$ cat src/rtl/mips_core_pkg.sv
// Shared memory-stage types: completion event carried through the
// per-channel completion FIFOs and the write-back/commit output register.
package mips_core_pkg;

  localparam int unsigned MC_AL_ID_W = 6;
  localparam int unsigned MC_REG_W   = 6;
  localparam int unsigned MC_DATA_W  = 32;

  typedef struct packed {
    logic                  is_load;
    logic                  uses_rw;
    logic [MC_REG_W-1:0]   rw_addr;
    logic [MC_DATA_W-1:0]  rw_data;
    logic [MC_AL_ID_W-1:0] al_id;
  } mem_completion_t;

  // A completion writes the register file only for loads that target a register.
  function automatic logic wb_fire(input mem_completion_t e);
    return e.is_load & e.uses_rw;
  endfunction

endpackage

$ cat src/rtl/completion_fifo.sv
// Single-channel completion FIFO: DEPTH entries (power of 2), wrapping
// pointers, occupancy count 0..DEPTH, synchronous flush and reset.
module completion_fifo
  import mips_core_pkg::*;
#(
  parameter int unsigned DEPTH   = 4,
  parameter type         entry_t = mem_completion_t
) (
  input  logic                     clk,
  input  logic                     rst,
  input  logic                     flush,
  input  logic                     push,
  input  entry_t                   push_data,
  input  logic                     pop,
  output entry_t                   head,
  output logic [$clog2(DEPTH):0]   count,
  output logic                     full
);

  localparam int unsigned PTR_W = $clog2(DEPTH);
  localparam int unsigned CNT_W = PTR_W + 1;

  entry_t             mem [DEPTH];
  logic [PTR_W-1:0]   wr_ptr;
  logic [PTR_W-1:0]   rd_ptr;

  // Pointer and occupancy tracking; push and pop may coincide.
  always_ff @(posedge clk) begin
    if (rst || flush) begin
      wr_ptr <= '0;
      rd_ptr <= '0;
      count  <= '0;
    end else begin
      if (push) wr_ptr <= wr_ptr + PTR_W'(1);
      if (pop)  rd_ptr <= rd_ptr + PTR_W'(1);
      count <= count + CNT_W'(push) - CNT_W'(pop);
    end
  end

  // Entry storage; no reset needed since count gates visibility.
  always_ff @(posedge clk) begin
    if (push) mem[wr_ptr] <= push_data;
  end

  // Head entry and full flag.
  always_comb begin
    head = mem[rd_ptr];
    full = (count == CNT_W'(DEPTH));
  end

endmodule

$ cat src/rtl/mem_completion_arbiter.sv
// Memory completion arbiter: NUM_CH completion channels buffered in
// per-channel FIFOs, granted round-robin (one per cycle) into a registered
// write-back/commit output with backpressure.
// Optional macro MEM_ARB_BYPASS_EN: an event arriving at an empty channel may
// be granted directly into the output register in the same cycle.
module mem_completion_arbiter
  import mips_core_pkg::*;
#(
  parameter int unsigned NUM_CH  = 2,
  parameter int unsigned DEPTH   = 4,
  parameter int unsigned AL_ID_W = MC_AL_ID_W,
  parameter int unsigned REG_W   = MC_REG_W,
  parameter int unsigned DATA_W  = MC_DATA_W
) (
  input  logic                        clk,
  input  logic                        rst,
  input  logic                        i_flush,
  input  logic [NUM_CH-1:0]           i_ch_valid,
  output logic [NUM_CH-1:0]           o_ch_ready,
  input  logic [NUM_CH-1:0]           i_ch_is_load,
  input  logic [NUM_CH-1:0]           i_ch_uses_rw,
  input  logic [NUM_CH*REG_W-1:0]     i_ch_rw_addr,
  input  logic [NUM_CH*DATA_W-1:0]    i_ch_rw_data,
  input  logic [NUM_CH*AL_ID_W-1:0]   i_ch_al_id,
  output logic                        o_wb_valid,
  output logic [REG_W-1:0]            o_wb_rw_addr,
  output logic [DATA_W-1:0]           o_wb_rw_data,
  output logic                        o_commit_valid,
  output logic [AL_ID_W-1:0]          o_commit_al_id,
  input  logic                        i_out_ready
);

  localparam int unsigned CNT_W = $clog2(DEPTH) + 1;
  localparam int unsigned RR_W  = $clog2(NUM_CH);

  mem_completion_t   in_evt [NUM_CH];
  mem_completion_t   head   [NUM_CH];
  logic [CNT_W-1:0]  count  [NUM_CH];
  logic [NUM_CH-1:0] full;
  logic [NUM_CH-1:0] req;
  logic [NUM_CH-1:0] push;
  logic [NUM_CH-1:0] pop;
  logic [NUM_CH-1:0] bypass;

  logic [RR_W-1:0]   rr_ptr;
  logic [RR_W-1:0]   grant_idx;
  logic              grant_found;
  logic              grant_valid;
  logic              out_free;
  mem_completion_t   sel_evt;

  // Unpack the flat channel buses into per-channel events.
  always_comb begin
    for (int unsigned c = 0; c < NUM_CH; c++) begin
      in_evt[c].is_load = i_ch_is_load[c];
      in_evt[c].uses_rw = i_ch_uses_rw[c];
      in_evt[c].rw_addr = i_ch_rw_addr[c*REG_W +: REG_W];
      in_evt[c].rw_data = i_ch_rw_data[c*DATA_W +: DATA_W];
      in_evt[c].al_id   = i_ch_al_id[c*AL_ID_W +: AL_ID_W];
    end
  end

  for (genvar g = 0; g < NUM_CH; g++) begin : g_ch
    completion_fifo #(
      .DEPTH   (DEPTH),
      .entry_t (mem_completion_t)
    ) u_fifo (
      .clk       (clk),
      .rst       (rst),
      .flush     (i_flush),
      .push      (push[g]),
      .push_data (in_evt[g]),
      .pop       (pop[g]),
      .head      (head[g]),
      .count     (count[g]),
      .full      (full[g])
    );
  end

  // Channel ready and request vectors.
  always_comb begin
    for (int unsigned c = 0; c < NUM_CH; c++) begin
      o_ch_ready[c] = !rst && !full[c];
`ifdef MEM_ARB_BYPASS_EN
      req[c] = (count[c] != '0) || ((count[c] == '0) && i_ch_valid[c]);
`else
      req[c] = (count[c] != '0);
`endif
    end
  end

  // Round-robin search starting at rr_ptr, ascending, wrapping at NUM_CH.
  always_comb begin
    int unsigned idx;
    logic [RR_W-1:0] sel;
    grant_found = 1'b0;
    grant_idx   = '0;
    for (int unsigned k = 0; k < NUM_CH; k++) begin
      idx = int'(rr_ptr) + k;
      if (idx >= NUM_CH) idx = idx - NUM_CH;
      sel = RR_W'(idx);
      if (!grant_found && req[sel]) begin
        grant_found = 1'b1;
        grant_idx   = sel;
      end
    end
    out_free    = !o_commit_valid || i_out_ready;
    grant_valid = grant_found && out_free && !i_flush && !rst;
  end

  // FIFO push/pop control and selection of the granted event.
  always_comb begin
    for (int unsigned c = 0; c < NUM_CH; c++) begin
      bypass[c] = 1'b0;
`ifdef MEM_ARB_BYPASS_EN
      bypass[c] = grant_valid && (grant_idx == RR_W'(c)) && (count[c] == '0);
`endif
      pop[c]  = grant_valid && (grant_idx == RR_W'(c)) && (count[c] != '0);
      push[c] = i_ch_valid[c] && o_ch_ready[c] && !i_flush && !bypass[c];
    end
`ifdef MEM_ARB_BYPASS_EN
    sel_evt = bypass[grant_idx] ? in_evt[grant_idx] : head[grant_idx];
`else
    sel_evt = head[grant_idx];
`endif
  end

  // Round-robin pointer advances past the granted channel.
  always_ff @(posedge clk) begin
    if (rst || i_flush) begin
      rr_ptr <= '0;
    end else if (grant_valid) begin
      rr_ptr <= (grant_idx == RR_W'(NUM_CH - 1)) ? '0 : grant_idx + RR_W'(1);
    end
  end

  // Output register: load on grant, clear when consumed, hold otherwise.
  always_ff @(posedge clk) begin
    if (rst || i_flush) begin
      o_commit_valid <= 1'b0;
      o_commit_al_id <= '0;
      o_wb_valid     <= 1'b0;
      o_wb_rw_addr   <= '0;
      o_wb_rw_data   <= '0;
    end else if (grant_valid) begin
      o_commit_valid <= 1'b1;
      o_commit_al_id <= sel_evt.al_id;
      o_wb_valid     <= wb_fire(sel_evt);
      o_wb_rw_addr   <= sel_evt.is_load ? sel_evt.rw_addr : '0;
      o_wb_rw_data   <= sel_evt.is_load ? sel_evt.rw_data : '0;
    end else if (i_out_ready) begin
      o_commit_valid <= 1'b0;
      o_commit_al_id <= '0;
      o_wb_valid     <= 1'b0;
      o_wb_rw_addr   <= '0;
      o_wb_rw_data   <= '0;
    end
  end

endmodule

$ cat config.mk
export PLATFORM = sky130hd
export DESIGN_NAME = mem_completion_arbiter
export DESIGN_NICKNAME = d
export VERILOG_FILES = /design/src/rtl/mips_core_pkg.sv /design/src/rtl/completion_fifo.sv /design/src/rtl/mem_completion_arbiter.sv
export SDC_FILE = /design/constraint.sdc
export NUM_CORES = 1
export LEC_CHECK = 0
export ABC_AREA = 1
export ABC_CLOCK_PERIOD_IN_PS = 6700
export CAP_MARGIN = 20
export CORE_MARGIN = 10
export CORE_UTILIZATION = 29
export DETAILED_ROUTE_END_ITERATION = 16
export GPL_TIMING_DRIVEN = 0
export PLACE_DENSITY = 0.43
export SYNTH_ARGS = -nofsm -noshare
export SYNTH_HDL_FRONTEND = slang
export SYNTH_HIERARCHICAL = 1
export SYNTH_SLANG_ARGS = --single-unit
$ cat constraint.sdc
create_clock -name clk -period 6.7 [get_ports clk]
set_input_delay 1.34 -clock clk [delete_from_list [all_inputs] [get_ports clk]]
set_output_delay 1.34 -clock clk [all_outputs]
set_load 0.1 [all_outputs]
# Yosys cells after proc, flatten, opt, wreduce, memory -nomap -nowiden
# Memory sizes are Yosys's and may differ from the RTL's. A register that Yosys moved wholly into a read port is not among the register bits.
# Index checks and enable logic that the tools add are counted.
# word_totals
out_inout_bits,48
input_bits,98
n_memories,2
elab_cells,93
register_bits,61
ramBits,368
# mem_list
memory,depth,width,read_ports,rd_ports_with_merged_regs,wr,line_no,text
g_ch[0].u_fifo.mem,4,46,1,1,1,completion_fifo.sv:23,entry_t mem [DEPTH];
g_ch[1].u_fifo.mem,4,46,1,1,1,completion_fifo.sv:23,
# op_classes
eq_ne,2
n_addsub,12
n_lt_le_gt_ge,5
n_bitwise,3
n_reduce_logical,25
n_mux,32
# op_table
operator,n
$mux W46,3
$mux W32,3
$mux W6,4
$mux W1,18
$logic_and A1 B1 Y1,14
$add A2 B1 Y2 const B,4
$mux W2,4
$add A3 B1 Y3,2
$eq A3 B3 Y1 const B,2
$logic_not A1 Y1,6
$reduce_bool A3 Y1,2
$sub A3 B1 Y3,2
$ge A2 B2 Y1 const B,2
$lt A1 B2 Y1 const B,2
$add A1 B1 Y2 const B,1
$ge A1 B2 Y1 const B,1
$logic_or A1 B1 Y1,2
$not A1 Y2,1
$reduce_bool A2 Y1,1
$sub A1 B1 Y1 const B,2
$add A1 B1 Y1 const B,1
$and A1 B1 Y1,1
$not A1 Y1,1

# Depth between registers and ports, before layout
# Gate-level depths: netlist of run 1.
# depth
word_depth,15
mapped_depth,16
depth_no_buf,16

# Modules after synthesis
# Netlist of run 1, hierarchy kept.
# by_module_without_submodules
mod,area_each_um2,seq_area_each_um2,instances,cells_each
completion_fifo,7634.8,5705.5,2,591
mem_completion_arbiter,2488.6,940.9,1,384

# Least setup slack after synthesis of run 1
# Ideal clock, no wire load.
# synth_path
path_type,input-to-reg
startpoint,in rst
endpoint,mem g_ch[0].u_fifo/mem[0][0] in the netlist's numbering (enable)
cell_stages,5
arrival_time_ns,3.968
path_buffers,0
setup_time_ns,0.400
required_ns,6.300
slack_ns,2.332
cell_sequence,nor2_1 > nand2_1 > nor2_1 > nand2_1 > inv_1
# synth_via
elab_chain_cells,6
# synth_lines
item,line_no,text
start: declaration,mem_completion_arbiter.sv:16,"input logic rst,"
$logic_not A1 Y1,mem_completion_arbiter.sv:83,o_ch_ready[c] = !rst && !full[c];
$logic_and A1 B1 Y1,mem_completion_arbiter.sv:83,
$logic_and A1 B1 Y1 (2 in series),mem_completion_arbiter.sv:119,push[c] = i_ch_valid[c] && o_ch_ready[c] && !i_flush && !bypass[c];
named net push[0],mem_completion_arbiter.sv:41,logic [NUM_CH-1:0] push;
$mux W1,completion_fifo.sv:42,if (push) mem[wr_ptr] <= push_data;
$mux W1 (not written as such),completion_fifo.sv:42,
end: declaration,completion_fifo.sv:23,
# The timed path passes the listed nets, and every way through them passes these cells.

# Final worst setup path of run 1
# layout_path
startpoint,in rst
endpoint,out o_ch_ready[1]
# layout_via
elab_chain_cells,2
# layout_lines
item,line_no,text
$logic_not A1 Y1,mem_completion_arbiter.sv:83,
$logic_and A1 B1 Y1,mem_completion_arbiter.sv:83,
end: declaration,mem_completion_arbiter.sv:19,"output logic [NUM_CH-1:0] o_ch_ready,"
# Every way passes these cells.

==> results of run 1 <==
per-layer routing:
layer | vias to the layer above | wire length, um | GRT usage, %
met5 | - | 0 | 0
met4 | 0 | 1161 | 3.878
met3 | 64 | 2546 | 2.907
met2 | 257 | 23190 | 22.36
met1 | 5589 | 23520 | 18.87
li1 | 5776 | - | -
how the worst max path moves through the flow:
stage                                      endpoint  cells after the start
after global routing                  o_ch_ready[1]                      3
after floorplan            g_ch[0].u_fifo/mem[0][0]                      5
after detailed placement              o_ch_ready[1]                      3
after CTS                             o_ch_ready[1]                      3
final                                 o_ch_ready[1]                      3
after global placement    g_ch[0].u_fifo/mem[3][38]                      6
placed cells by master, fill, tap and decap left out, types with 2 or more instances in the layout:
master / instances
buf_2: 53
a21oi_1: 151
buf_6: 13
buf_4: 16
clkdlybuf4s50_1: 145
buf_1: 4
nand2_1: 350
nor2_1: 18
edfxtp_1: 368
bufinv_16: 5
clkbuf_16: 50
buf_12: 8
clkinv_1: 14
clkinv_2: 12
ha_1: 12
o211ai_1: 92
o21ai_0: 68
o21ai_1: 32
fa_1: 2
dfxtp_1: 65
inv_1: 214
clkbuf_1: 13
nand3_1: 87
inv_2: 9
nor2_4: 2
worst max-delay path, stage by stage:
cell and delay (ns):
clkdlybuf4s50_1 0.55, nor2_1 0.21, clkdlybuf4s50_1 1.16
cell families (layout without fill, tap and decap cells):
family,Yosys count,count (layout)
compound gates,344,344
fa+ha+maj,14,14
simple gates,459,459
flops,433,433
buf+inv,316,558
sequential cells by signal (all words and copies together), names as in the netlist, named ones only:
name	cells
o_wb_rw_addr	6
g_ch.u_fifo/rd_ptr	4
o_wb_rw_data	32
g_ch.u_fifo/wr_ptr	4
o_wb_valid	1
g_ch.u_fifo/mem	368
rr_ptr	1
o_commit_al_id	6
o_commit_valid	1
g_ch.u_fifo/count	6
final cells by class:
type                       count  area, um2
multi-input combinational    817       3996
clock inverter                33      286.5
buffer                        93      573.1
inverter                     223      837.1
sequential                   433      12350
tap                          782      978.4
clock buffer                  56       1274
fill                        5862      38560
timing repair buffer         153       1612
stage by stage:
stage | cell area [um2] | hold WS, ns | util (%) | worst slack [ns]
final | 21910 | 0.4646 | 36.23 | 2.093
after global routing | 21910 | 0.4835 | 36.23 | 2.008
after CTS | 21910 | 0.4670 | 36.23 | 2.075
after detailed placement | 20350 | 0.4580 | 33.65 | 2.079
after global placement | 20190 | 0.4487 | 33.39 | 1.785
after floorplan | 17760 | 0.4356 | - | 2.332
power breakdown:
part	total, mW	switching, mW	internal (mW)
combinational	0.260	0.163	0.0966
sequential	2.95	0.00713	2.95
clock	2.60	1.05	1.55
total	5.81	1.22	4.59
==> flow_metrics.py, run 1 <==
metrics = {
    "worst_setup_path": {
        "crit_start": "rst",
        "worstPathMaxFanout": 5,
        "r2r-end": "g_ch[1].u_fifo/count[2]",
        "reg2reg_slack_ns": 3.89,
        "worst_setup_path_start_kind": "primary input",
        "crit_type": "primary input to output port",
        "cp.arrival_ns": 3.27,
        "timing.rr.start": "g_ch[0].u_fifo/count[1]",
        "reg2regPathDepth": 16,
        "crit_path_end_kind": "output port",
        "critPathRequiredTime_ns": 5.36,
    },
    "timing": {
        "slew_headroom_pct": 32.12,
        "post-route-period-util_pct": 68.76,
        "setup_violations": 0,
        "hold_viol_final": 0,
        "slew_violations": 0,
        "period_minus_slack_ns": 4.607,
        "worst_pin_slew_ns": 1.015,
        "tns_ns": 0,
        "finalClockSkew_ns": 0.02851,
        "max_freq_mhz": 217.1,
        "rsz0062_at_grt": "false",
    },
    "placement": {
        "hpwl_mm": 35.08,
        "io_buffers": 145,
        "placed_cells": 2501,
        "place.gp.congestion": 0.7670,
    },
    "final_layout": {
        "fin_cells": 2590,
        "area_growth_pct": 23.37,
        "antenna_cells": 0,
        "nets": 1881,
        "drive_above_1_share_pct": 9.513,
    },
    "yosys": {
        "synthTopCellsByCount": "edfxtp_1 (368), nand2_1 (350), inv_1 (222)",
        "synth_top_area_share_pct": 62.23,
        "postSynthCellCount": 1566,
        "synth.avg_cell_area_um2": 11.34,
        "synth_compound_area_share_pct": 11.01,
        "synth_flop_cell": "edfxtp_1",
        "yosysWarnings": 6,
        "yosysTopAreaCell": "edfxtp_1",
        "synth_top_family_by_area": "compound AO/OA/AOI/OAI gates",
        "syn-num-nets": 1678,
        "synth_simple_gate_area_share_pct": 10.43,
        "netlist_area_mm2": 0.01776,
        "synth_fa_ha_area_share_pct": 1.071,
        "synth_edf_count": 368,
        "yosysSeqAreaShare_pct": 69.56,
        "synthXorXnorAreaFrac_pct": 0,
        "ys_top_cells_by_area": "edfxtp_1 (62%), nand2_1 (7.4%), dfxtp_1 (7.3%), inv_1 (4.7%), a21oi_1 (4.3%)",
        "ys_ff_latch": 433,
        "async_reset_ff_share_pct": 0,
        "synth_mux_area_share_pct": 0,
        "ys_types": 22,
        "yosysMostFrequentCell": "edfxtp_1",
    },
    "routing": {
        "vias_per_cell": 4.512,
        "finalWirelength_mm": 50.42,
        "drtPass1Iterations": 5,
        "drt_iter0_drc": 914,
        "vias": 11690,
        "drc_errors": 0,
        "wire_per_inst_um": 19.47,
        "antenna_left": 0,
    },
    "global_routing": {
        "gr-total-overflow": 0,
        "grt_antenna_before_repair": 0,
        "grt_pass1_vias": 11790,
        "grt_use_total_pct": 13.97,
        "grt_max_degree": 29,
        "grt_pass1_wl_mm": 74.28,
    },
    "hold_path": {
        "hp-start": "g_ch[1].u_fifo/rd_ptr[1]",
        "whs_path_depth": 2,
        "hp-class": "register to register",
    },
    "pwr": {
        "power_leakage_nw": 8.035,
        "power_density_mw_per_mm2": 265.3,
        "p_total_mw": 5.813,
        "ir_drop_v": 0.0001711,
    },
    "run": {
        "maxCapViolCount": 0,
    },
    "clocking": {
        "cts_buffers": 48,
        "cts-root-buf": "clkbuf_16",
        "path_clk_slew_ns": 0.05,
        "cts_max_level": 2,
        "cts_sinks": 433,
        "cts_resized": 0,
        "cts_tree": "yes",
        "cts_hold_buf": 0,
        "clockBufferDepth": 3,
        "cts_setup_buffers": 0,
        "worst_skew_pair.late_latency_ns": 0.58,
    },
    "floorplanning": {
        "rows": 90,
        "die_w_um": 267.5,
        "core-area_mm2": 0.06047,
        "dieArea_mm2": 0.07153,
        "initial_core_util_pct": 29.37,
        "die_h_um": 267.5,
        "io_pins": 146,
    },
    "run_status": {
        "outcome": "completed",
    },
}
Power figures use the tool's default switching activity.
==> run 2: changes to the inputs <==
--- a/config.mk
+++ b/config.mk
@@ -6,7 +6,7 @@
 export NUM_CORES = 1
 export LEC_CHECK = 0
 export ABC_AREA = 1
-export ABC_CLOCK_PERIOD_IN_PS = 6700
+export ABC_CLOCK_PERIOD_IN_PS = 4500
 export CAP_MARGIN = 20
 export CORE_MARGIN = 10
 export CORE_UTILIZATION = 29
==> constraint.sdc (replaced) <==
create_clock -name clk -period 4.5 [get_ports clk]
set_input_delay 0.9 -clock clk [delete_from_list [all_inputs] [get_ports clk]]
set_output_delay 0.9 -clock clk [all_outputs]
set_load 0.1 [all_outputs]
==> results of run 2 <==
The final DEF is identical to that of run 1. Status: completed.
Among the figures that moved: setup slack after placement 2.079 ns -> 0.6033 ns; setup slack after layout 2.093 ns -> 0.7729 ns; register-to-register setup slack 3.89 ns -> 1.69 ns; total power 5.813 mW -> 8.654 mW; worst IR drop on VDD 0.0001711 V -> 0.0002547 V
